File: src/rtl/fifo_stream_drain.sv
// fifo_stream_drain
//   Pulls words out of a synchronous FIFO read port (shift_out / valid / empty)
//   and presents them as a ready/valid stream with packet framing. Reads are
//   only issued when the 2-entry skid buffer can take the returning word, so
//   either FIFO read latency (0 or 1) sustains one beat per cycle.
//
// Ports
//   clk, rst_n       clock, synchronous active-low reset
//   en               drain enable; gates new FIFO reads only
//   fifo_dout        FIFO read data
//   fifo_valid       FIFO read data valid
//   fifo_empty       FIFO empty
//   fifo_shift_out   FIFO pop request (combinational)
//   m_tdata/m_tvalid/m_tready/m_tlast  output stream
//   pkt_count        completed packets, wraps at 2^16
module fifo_stream_drain #(
    parameter int DATA_WIDTH   = 32,
    parameter int READ_LATENCY = 0,
    parameter int PKT_LEN      = 8
) (
    input  logic                  clk,
    input  logic                  rst_n,
    input  logic                  en,
    input  logic [DATA_WIDTH-1:0] fifo_dout,
    input  logic                  fifo_valid,
    input  logic                  fifo_empty,
    output logic                  fifo_shift_out,
    output logic [DATA_WIDTH-1:0] m_tdata,
    output logic                  m_tvalid,
    input  logic                  m_tready,
    output logic                  m_tlast,
    output logic [15:0]           pkt_count
);

    localparam int            CW        = (PKT_LEN > 1) ? $clog2(PKT_LEN) : 1;
    localparam logic [CW-1:0] LAST_BEAT = CW'(PKT_LEN - 1);

    logic [DATA_WIDTH-1:0] head;
    logic [DATA_WIDTH-1:0] tail;
    logic [1:0]            occ;
    logic                  inflight;
    logic [CW-1:0]         beat_cnt;
    logic                  pop;
    logic                  cap;

    assign m_tvalid = (occ != 2'd0);
    assign m_tdata  = head;
    assign m_tlast  = m_tvalid && (beat_cnt == LAST_BEAT);
    assign pop      = m_tvalid && m_tready;

    // A pop in this cycle frees a slot for the word this read returns, which
    // is what keeps back-to-back reads going at full rate.
    assign fifo_shift_out = rst_n && en && !fifo_empty &&
                            (({1'b0, occ} + {2'b00, inflight}) < (3'd2 + {2'b00, pop}));

    // Only words answering a read issued by this block are captured; a stray
    // valid left over from before a reset is ignored.
    generate
        if (READ_LATENCY == 1) begin : g_lat1
            always_ff @(posedge clk) begin
                if (!rst_n) inflight <= 1'b0;
                else        inflight <= fifo_shift_out;
            end
            assign cap = fifo_valid && inflight;
        end else begin : g_lat0
            assign inflight = 1'b0;
            assign cap      = fifo_valid && fifo_shift_out;
        end
    endgenerate

    // Occupancy and framing state.
    always_ff @(posedge clk) begin
        if (!rst_n) begin
            occ       <= 2'd0;
            beat_cnt  <= '0;
            pkt_count <= 16'd0;
        end else begin
            case ({cap, pop})
                2'b10:   if (occ != 2'd2) occ <= occ + 2'd1;
                2'b01:   occ <= occ - 2'd1;
                default: ;
            endcase
            if (pop) begin
                beat_cnt <= (beat_cnt == LAST_BEAT) ? '0 : beat_cnt + 1'b1;
                if (m_tlast) pkt_count <= pkt_count + 16'd1;
            end
        end
    end

    // Data slots. head is what the stream shows; tail is the second entry.
    // No reset needed: contents are ignored while occ says they are empty.
    always_ff @(posedge clk) begin
        case ({cap, pop})
            2'b10: begin
                if (occ == 2'd0)      head <= fifo_dout;
                else if (occ == 2'd1) tail <= fifo_dout;
            end
            2'b01: head <= tail;
            2'b11: begin
                // head leaves; the new word goes behind whatever remains
                if (occ == 2'd1) begin
                    head <= fifo_dout;
                end else begin
                    head <= tail;
                    tail <= fifo_dout;
                end
            end
            default: ;
        endcase
    end

endmodule

File: config.mk
export PLATFORM = sky130hd
export DESIGN_NAME = fifo_stream_drain
export DESIGN_NICKNAME = d
export VERILOG_FILES = /design/src/rtl/fifo_stream_drain.sv
export SDC_FILE = /design/constraint.sdc
export NUM_CORES = 1
export LEC_CHECK = 0
export ABC_AREA = 1
export CAP_MARGIN = 20
export CORE_MARGIN = 1.5
export CORE_UTILIZATION = 43
export DETAILED_ROUTE_END_ITERATION = 16
export GPL_ROUTABILITY_DRIVEN = 0
export PLACE_DENSITY = 0.74
export SLEW_MARGIN = 20
export SYNTH_ARGS = -nofsm -noshare
export SYNTH_HDL_FRONTEND = slang
export SYNTH_SLANG_ARGS = --single-unit
export TNS_END_PERCENT = 50
File: constraint.sdc
create_clock -name clk -period 8 [get_ports clk]
set_input_delay 2 -clock clk [delete_from_list [all_inputs] [get_ports clk]]
set_output_delay 2 -clock clk [all_outputs]
set_load 0.005 [all_outputs]
==> results of run 1 <==
==> metrics by stage <==
stage | instance area, sq um | cells | utilization
after floorplan | 4520 | 545 | -
after global placement | 5480 | 746 | 0.533
after detailed placement | 5480 | 746 | 0.533
after CTS | 5720 | 762 | 0.556
after global routing | 5740 | 763 | 0.559
final | 5740 | 763 | 0.559
==> kinds of logic (layout without fill, tap and decap cells) <==
| logic type | count (synthesis) | count (layout) | synth area share |
|---|---|---|---|
| xor gates and xnor gates | 2 | 2 | 0.00387 |
| adders and majority gates | 6 | 6 | 0.0166 |
| and+or+nand+nor | 277 | 277 | 0.251 |
| DFF | 85 | 85 | 0.518 |
| buffers and inverters | 71 | 153 | 0.0694 |
| AOI/OAI and AO/OA | 104 | 104 | 0.141 |
==> worst max path at each step <==
stage,from,end,cells past startpoint
floorplan,en,tail[0]$_DFFE_PP_,5
finish,rst_n,fifo_shift_out,5
global placement,rst_n,fifo_shift_out,5
global route,rst_n,fifo_shift_out,5
detailed placement,rst_n,fifo_shift_out,5
CTS,rst_n,fifo_shift_out,5
==> synth_stat cells (all sizes together) <==
cell type	count	area [sq um]
nand2	217	817
o21ai	66	330
edfxtp	64	1920
inv	44	165
nor2	28	134
o211ai	24	230
nand3	23	133
dfxtp	21	420
buf	13	96.3
clkbuf	13	48.8
a21oi	12	60.1
ha	6	75.1
nand4	4	25.0
nor3	3	15.0
xor2	2	17.5
a211oi	1	7.51
and2	1	6.26
and3	1	6.26
clkinv	1	3.75
o211a	1	10.0
==> final cells by class <==
cell class / instances / area, sq um / share of cell area
Multi-Input combinational cell: 389 / 1900 / 0.332
Sequential cell: 85 / 2340 / 0.408
Tap cell: 136 / 170 / 0.0296
Inverter: 45 / 169 / 0.0294
Clock buffer: 10 / 128 / 0.0222
Clock inverter: 6 / 110 / 0.0192
Timing Repair Buffer: 92 / 918 / 0.160
==> power groups by stage <==
| stage | Clock [mW] | Sequential (mW) | Combinational [mW] |
|---|---|---|---|
| global route | 0.390 | 0.591 | 0.504 |
| floorplan | 0 | 0.601 | 0.265 |
| global placement | 0 | 0.595 | 0.427 |
| CTS | 0.371 | 0.587 | 0.443 |
| finish | 0.366 | 0.586 | 0.451 |
| detailed placement | 0 | 0.597 | 0.442 |
==> state kept, by name, summed over array words and instances, names as in the netlist <==
register / flops
beat_cnt: 3
m_tdata: 32
tail: 32
occ: 2
pkt_count: 16
==> worst min-delay path, cell delays in order, from the launching register on <==
cell and delay [ns]:
dfxtp_1 0.34, inv_1 0.06, a21oi_1 0.05
==> routing by layer <==
| layer | global-route usage | vias up |
|---|---|---|
| li1 | - | 1968 |
| met1 | 0.263 | 1839 |
| met2 | 0.317 | 145 |
| met3 | 0.0439 | 4 |
| met4 | 0.0502 | 0 |
| met5 | 0 | - |
==> impl_metrics.yaml, run 1 <==
timing:
  fin_crit_sh: 0.724
  finalHoldViolations: 0
  finalSetupTns_ns: 0
  fmax_mhz: 173
  skew_ns: 0.0126
  min_period_ns: 5.79
  rsz0062_at_grt: "no"
  drv_slew: 0
  setup_viol: 0
  setup_ws_ns: 2.21
  relSlewSlack: 0.443
  whs_ns: 0.485
  tightest_slew_ns: 0.835
grt:
  track_usage: 0.194
  grt_max_degree: 70
  grt_pass1_wl_mm: 17.5
  grt_overflow_total: 0
  antenna_found_initial: 0
  grt_pass1_vias: 3759
pwr:
  switching_power_mw: 0.448
  p_total_mw: 1.40
  p_clk_frac: 0.261
  power.density_nw_per_um2: 244
  seq_power_share: 0.417
  comb_power_share: 0.321
  p_int_mw: 0.955
  sw_frac_of_total: 0.319
  ir_drop_mv: 0.139
  p_leak_nw: 2.20
critical_path:
  cp_num_buf_inv: 2
  regToRegEndpoint: "m_tdata[3]$_DFFE_PP_"
  reg2reg_from: "occ[0]$_SDFFE_PN0P_"
  start_kind: "input pin"
  slowest_delay_ns: 0.83
  required_ns: 6.00
  arrival_ns: 3.79
  rr_worst_depth: 11
  path_cells: "clkdlybuf4s50_1 -> nand2_1 -> nor2_2 -> and2_1 -> clkdlybuf4s50_1"
  path_delay_family: "buffers and inverters"
  path_class: "in2out"
  path_common_cell: "clkdlybuf4s50_1"
  ff2ff_setup_slack_ns: 4.93
  cpMaxStageDelayCell: "clkdlybuf4s50_1"
  worstPathMaxFanout: 16
  endpoint_kind: "primary output"
min_path:
  min_to: "pkt_count[8]$_SDFFE_PN0P_"
  hold_path.class: "reg2reg"
  hold_path_startpoint: "pkt_count[8]$_SDFFE_PN0P_"
  worstHoldPathCells: 2
clock_network:
  root_buffer: "clkbuf_8"
  post_cts_buffers: 0
  cts_tree: "built"
  ctsResizeCount: 0
  clock-sinks: 85
  ctsHtreeMaxLevel: 3
  ctsHoldBuffers: 0
  numCtsBuffers: 9
  clock_latency_ns: 0.34
  cts.path.max_buffers: 2
  clkTransAtPathRegs_ns: 0.08
final_layout:
  n_antenna_cell: 0
  num-fill-cells: 929
  layout_common_cells: "nand2_1, clkdlybuf4s50_1, o21ai_0"
  final_common_cell: "nand2_1"
  area_growth_pct: 26.9
  fin_nets: 666
  drive_gt1_frac: 0.0638
floorplan:
  placementRows: 37
  start_util: 0.440
  die_w_microns: 106
  dieArea_sq_um: 11100
  io_pins: 89
  die_h_microns: 106
  coreArea_sq_um: 10300
routing:
  routed_via_density: 5.18
  drt-initial-drc-count: 288
  dr_wl_met3_microns: 713
  post_drt_wl_per_cell_microns: 13.9
  num_vias: 3956
  finalWirelength_mm: 10.6
  drc: 0
  antenna_left: 0
  wl_met1_mm: 4.81
  top_layer: "met4"
  drtPass1Iterations: 6
  wl_met2_mm: 5.05
synthesis:
  synth_area_per_cell_sq_um: 8.30
  syn_inst: 545
  syn-num-nets: 589
  synth_cell_types: 30
  ys.warnings.count: 0
  syn_area_sq_um: 4520
  yosysSeqAreaShare: 0.518
  ys_ff_latch: 85
placed_design:
  io_buffer_count: 88
  hpwl_mm: 6.52
  pre_cts_ws_ns: 2.21
run_status:
  status: "finished, final reports clean"
job:
  maxCapViolCount: 0
Power figures use the tool's default switching activity.
==> run 2: changes to the inputs <==
Settings changed: PLACE_DENSITY 0.74 to 0.77.
Clock period 8 ns to 4.9 ns, I/O delays scaled along.
==> run 2 against run 1 <==
Compared with the run above:
- die area stayed put
- clock skew decreased by 0.0012 ns
- combinational power increased by 61%
- sequential power increased by 63%
- non-clock buffer count grew 1
- critical path depth did not move
- clock-buffer cell count grew 2
- global-route usage shrank 0.12 points
- utilization shrank 0.39 points
- total power up 58%
- largest cell class unchanged
- highest routed layer unchanged
==> impl_metrics.yaml, run 2 (synthesized netlist as in run 1, its figures left out) <==
critical_path:
  arrival_ns: 2.78
  required_ns: 3.67
  endpoint_kind: "primary output"
  path_cells: "clkdlybuf4s50_1 -> nand3_1 -> nand2_1 -> and2_1 -> clkdlybuf4s50_1"
  path_common_cell: "clkdlybuf4s50_1"
  path_class: "in2out"
  worstPathMaxFanout: 5
  cpMaxStageDelayCell: "clkdlybuf4s50_1"
  slowest_delay_ns: 0.63
  start_kind: "input pin"
placed_design:
  hpwl_mm: 6.63
  io_buffer_count: 88
  pre_cts_ws_ns: 0.897
grt:
  grt_max_degree: 65
  antenna_found_initial: 0
  grt_pass1_wl_mm: 17.2
  grt_pass1_vias: 3682
  grt_overflow_total: 0
  track_usage: 0.193
timing:
  drv_slew: 0
  fmax_mhz: 250
  rsz0062_at_grt: "no"
  setup_viol: 0
  finalHoldViolations: 0
  finalSetupTns_ns: 0
  fin_crit_sh: 0.817
  tightest_slew_ns: 1.06
  relSlewSlack: 0.293
  skew_ns: 0.0114
  setup_ws_ns: 0.896
  min_period_ns: 4.00
routing:
  drtPass1Iterations: 6
  drc: 0
  post_drt_wl_per_cell_microns: 13.6
  routed_via_density: 5.22
  finalWirelength_mm: 10.4
  drt-initial-drc-count: 260
  antenna_left: 0
  num_vias: 3989
final_layout:
  seq_area_sq_um: 2340
  n_antenna_cell: 0
  final_common_cell: "nand2_1"
  layout_common_cells: "nand2_1, clkdlybuf4s50_1, o21ai_0"
  drive_gt1_frac: 0.0637
  multi_input_area_sq_um: 1890
  fin_nets: 667
  area_growth_pct: 26.0
  num-fill-cells: 922
clock_network:
  cts_tree: "built"
  root_buffer: "clkbuf_8"
  ctsHoldBuffers: 0
  post_cts_buffers: 0
  clock_latency_ns: 0.36
  clock-sinks: 85
  ctsHtreeMaxLevel: 3
  ctsResizeCount: 0
  cts.path.max_buffers: 2
  clkTransAtPathRegs_ns: 0.08
  numCtsBuffers: 9
pwr:
  p_leak_nw: 2.19
  power.density_nw_per_um2: 389
  ir_drop_mv: 0.216
run_status:
  status: "finished, final reports clean"
floorplan:
  start_util: 0.440
  io_pins: 89
  die_w_microns: 106
  placementRows: 37
  coreArea_sq_um: 10300
  dieArea_sq_um: 11100
  die_h_microns: 106
min_path:
  hold_path.class: "reg2reg"
job:
  maxCapViolCount: 0
## run 2: changes by cell type in the layout (fill, tap and decap cells not counted)
cell       delta
buf_4         +2
buf_8         -1
bufinv_16     -1
clkbuf_1      +2
clkinv_1      -1
clkinv_2      +1
ha_2          +1
ha_4          -1
inv_6         -1
## run 2: power by group
group	internal (mW)	leakage [nW]	total, mW	switching [mW]
clock	0.287	0.101	0.540	0.252
combinational	0.288	1.33	0.724	0.436
sequential	0.924	0.756	0.953	0.0293
total	1.50	2.19	2.22	0.717
## run 2: metrics by stage
| step | std cells | area (sq um) | hold slack (ns) | util | total power [mW] |
|---|---|---|---|---|---|
| after floorplan | 545 | 4520 | 0.459 | - | 1.41 |
| after global placement | 748 | 5490 | 0.473 | 0.534 | 1.67 |
| after detailed placement | 748 | 5490 | 0.481 | 0.534 | 1.70 |
| after CTS | 764 | 5700 | 0.502 | 0.555 | 2.23 |
| after global routing | 764 | 5700 | 0.536 | 0.555 | 2.36 |
| final | 764 | 5700 | 0.502 | 0.555 | 2.22 |
## run 2: worst max-delay path, delay by kind of cell
| family | cells | cell delay [ns] |
|---|---|---|
| buffers and inverters | 2 | 1.12 |
| AND/OR/NAND/NOR | 3 | 0.43 |
## run 2: path summary, 6_finish.rpt
path	endpoint	slack [ns]	cells after the start	start
setup / recovery	fifo_shift_out	0.90	5	m_tready
hold / removal	pkt_count[4]$_SDFFE_PN0P_	0.50	1	pkt_count[4]$_SDFFE_PN0P_
setup reg to reg	m_tdata[26]$_DFFE_PP_	2.01	11	occ[1]$_SDFFE_PN0P_
hold reg to reg	pkt_count[4]$_SDFFE_PN0P_	0.50	1	pkt_count[4]$_SDFFE_PN0P_
## run 2: per-layer routing
layer  up-vias  global-route usage  wire [microns]
met1      1836               0.253            4600
met2       174               0.308            4880
met5         -                   0               0
li1       1966                   -               -
met3        13              0.0507             819
met4         0              0.0714              99
## run 2: area by class of cell
type,instances,share of cell area
inverters,45,0.0296
well taps,136,0.0299
repair buffers,93,0.161
flip-flops and latches,85,0.411
clock buffers,12,0.0237
clock inverters,4,0.0127
multi-input cells,389,0.332
==> run 3: changes to the inputs <==
Settings changed: PLACE_DENSITY 0.77 to 0.74.
Clock period 4.9 ns to 3.9 ns, I/O delays scaled along.
==> run 3 against run 2 <==
Compared with the run above:
- sequential share of layout area shrank 0.49 points
- worst hold slack worse by 0.0078 ns
- clock skew is 0.0031 ns lower
- largest power group unchanged
- non-clock buffer count up 2
- utilization up 0.67 points
- die area unchanged
==> impl_metrics.yaml, run 3 (synthesized netlist as in run 1, its figures left out) <==
pwr:
  p_leak_nw: 2.23
  p_total_mw: 2.90
  power.density_nw_per_um2: 503
  ir_drop_mv: 0.230
timing:
  skew_ns: 0.00823
  tightest_slew_ns: 1.06
  finalSetupTns_ns: 0
  rsz0062_at_grt: "no"
  setup_viol: 0
  finalHoldViolations: 0
  fmax_mhz: 288
  relSlewSlack: 0.292
  min_period_ns: 3.47
  fin_crit_sh: 0.890
  drv_slew: 0
routing:
  finalWirelength_mm: 10.6
  num_vias: 4007
  drtPass1Iterations: 5
  drc: 0
  post_drt_wl_per_cell_microns: 13.8
  routed_via_density: 5.23
  antenna_left: 0
  drt-initial-drc-count: 259
final_layout:
  area_growth_pct: 27.6
  drive_gt1_frac: 0.0714
  layout_common_cells: "nand2_1, clkdlybuf4s50_1, o21ai_0"
  n_antenna_cell: 0
  multi_input_area_sq_um: 1890
  final_common_cell: "nand2_1"
  layout.cells.non_filler: 766
  num-fill-cells: 947
  fin_nets: 669
  seq_area_sq_um: 2340
floorplan:
  die_w_microns: 106
  dieArea_sq_um: 11100
  start_util: 0.440
  die_h_microns: 106
  coreArea_sq_um: 10300
  placementRows: 37
  io_pins: 89
critical_path:
  start_kind: "input pin"
  path_common_cell: "clkdlybuf4s50_1"
  path_class: "in2out"
  arrival_ns: 2.49
  worstPathMaxFanout: 5
  path_delay_family: "buffers and inverters"
  required_ns: 2.92
  cp_num_buf_inv: 2
  endpoint_kind: "primary output"
  slowest_delay_ns: 0.62
  path_cells: "clkdlybuf4s50_1 -> nand3_1 -> nand2_1 -> and2_1 -> clkdlybuf4s50_1"
  cpMaxStageDelayCell: "clkdlybuf4s50_1"
grt:
  grt_overflow_total: 0
  grt_max_degree: 65
  track_usage: 0.200
  grt_pass1_wl_mm: 17.9
  grt_pass1_vias: 3827
  antenna_found_initial: 0
clock_network:
  ctsResizeCount: 0
  cts.path.max_buffers: 2
  root_buffer: "clkbuf_8"
  clkTransAtPathRegs_ns: 0.08
  cts_tree: "built"
  ctsHtreeMaxLevel: 3
  numCtsBuffers: 9
  ctsHoldBuffers: 0
  post_cts_buffers: 0
  clock-sinks: 85
  clock_latency_ns: 0.36
placed_design:
  io_buffer_count: 88
  place_inst: 750
  hpwl_mm: 6.92
run_status:
  status: "finished, final reports clean"
job:
  maxCapViolCount: 0
min_path:
  hold_path.class: "reg2reg"
[run 3: cell types whose count changed in the layout (fill, tap and decap cells not counted), sizes merged]
cell      delta
buf          +2
clkinv       +1
clkinvlp     -1
[run 3: tightest hold or removal path, delay by kind of cell, from the launching register on]
| family | cells | cell delay [ns] |
|---|---|---|
| AOI/OAI and AO/OA | 1 | 0.06 |
| buffers and inverters | 1 | 0.06 |
| DFF | 1 | 0.34 |
[run 3: final cells by class]
| class | instances | share of cell area |
|---|---|---|
| Timing Repair Buffer | 95 | 0.162 |
| Multi-Input combinational cell | 389 | 0.328 |
| Sequential cell | 85 | 0.406 |
| Clock inverter | 4 | 0.0128 |
| Tap cell | 136 | 0.0295 |
| Clock buffer | 12 | 0.0325 |
| Inverter | 45 | 0.0293 |
[run 3: per-layer routing]
metal  part of all wire  vias to the layer above  global-route usage  wire (microns)
met3              0.059                       14              0.0371             623
met5                  0                        -                   0               0
li1                   -                     1974                   -               -
met1               0.45                     1893               0.256            4720
met4              0.014                        0              0.0782             143
met2               0.48                      126               0.336            5090
[run 3: through the flow]
step | util | worst slack [ns] | cell area [sq um] | hold WS (ns)
after global routing | 0.561 | 0.335 | 5770 | 0.527
after detailed placement | 0.536 | 0.431 | 5510 | 0.478
after floorplan | - | -0.404 | 4530 | 0.459
after global placement | 0.536 | 0.438 | 5510 | 0.473
final | 0.561 | 0.431 | 5770 | 0.494
after CTS | 0.561 | 0.420 | 5770 | 0.496
[run 3: report_power, final]
group          internal [mW]  switching [mW]  leakage, nW
registers               1.16          0.0399        0.756
clock network          0.456           0.326        0.133
logic                  0.367           0.549         1.34
[run 3: worst paths after layout]
path,startpoint,end,slack (ns),cells past startpoint
worst min-delay path,pkt_count[8]$_SDFFE_PN0P_,pkt_count[8]$_SDFFE_PN0P_,0.49,2
worst max-delay path,m_tready,fifo_shift_out,0.43,5
worst min register to register,pkt_count[8]$_SDFFE_PN0P_,pkt_count[8]$_SDFFE_PN0P_,0.49,2
worst max register to register,occ[0]$_SDFFE_PN0P_,m_tdata[13]$_DFFE_PP_,1.34,8
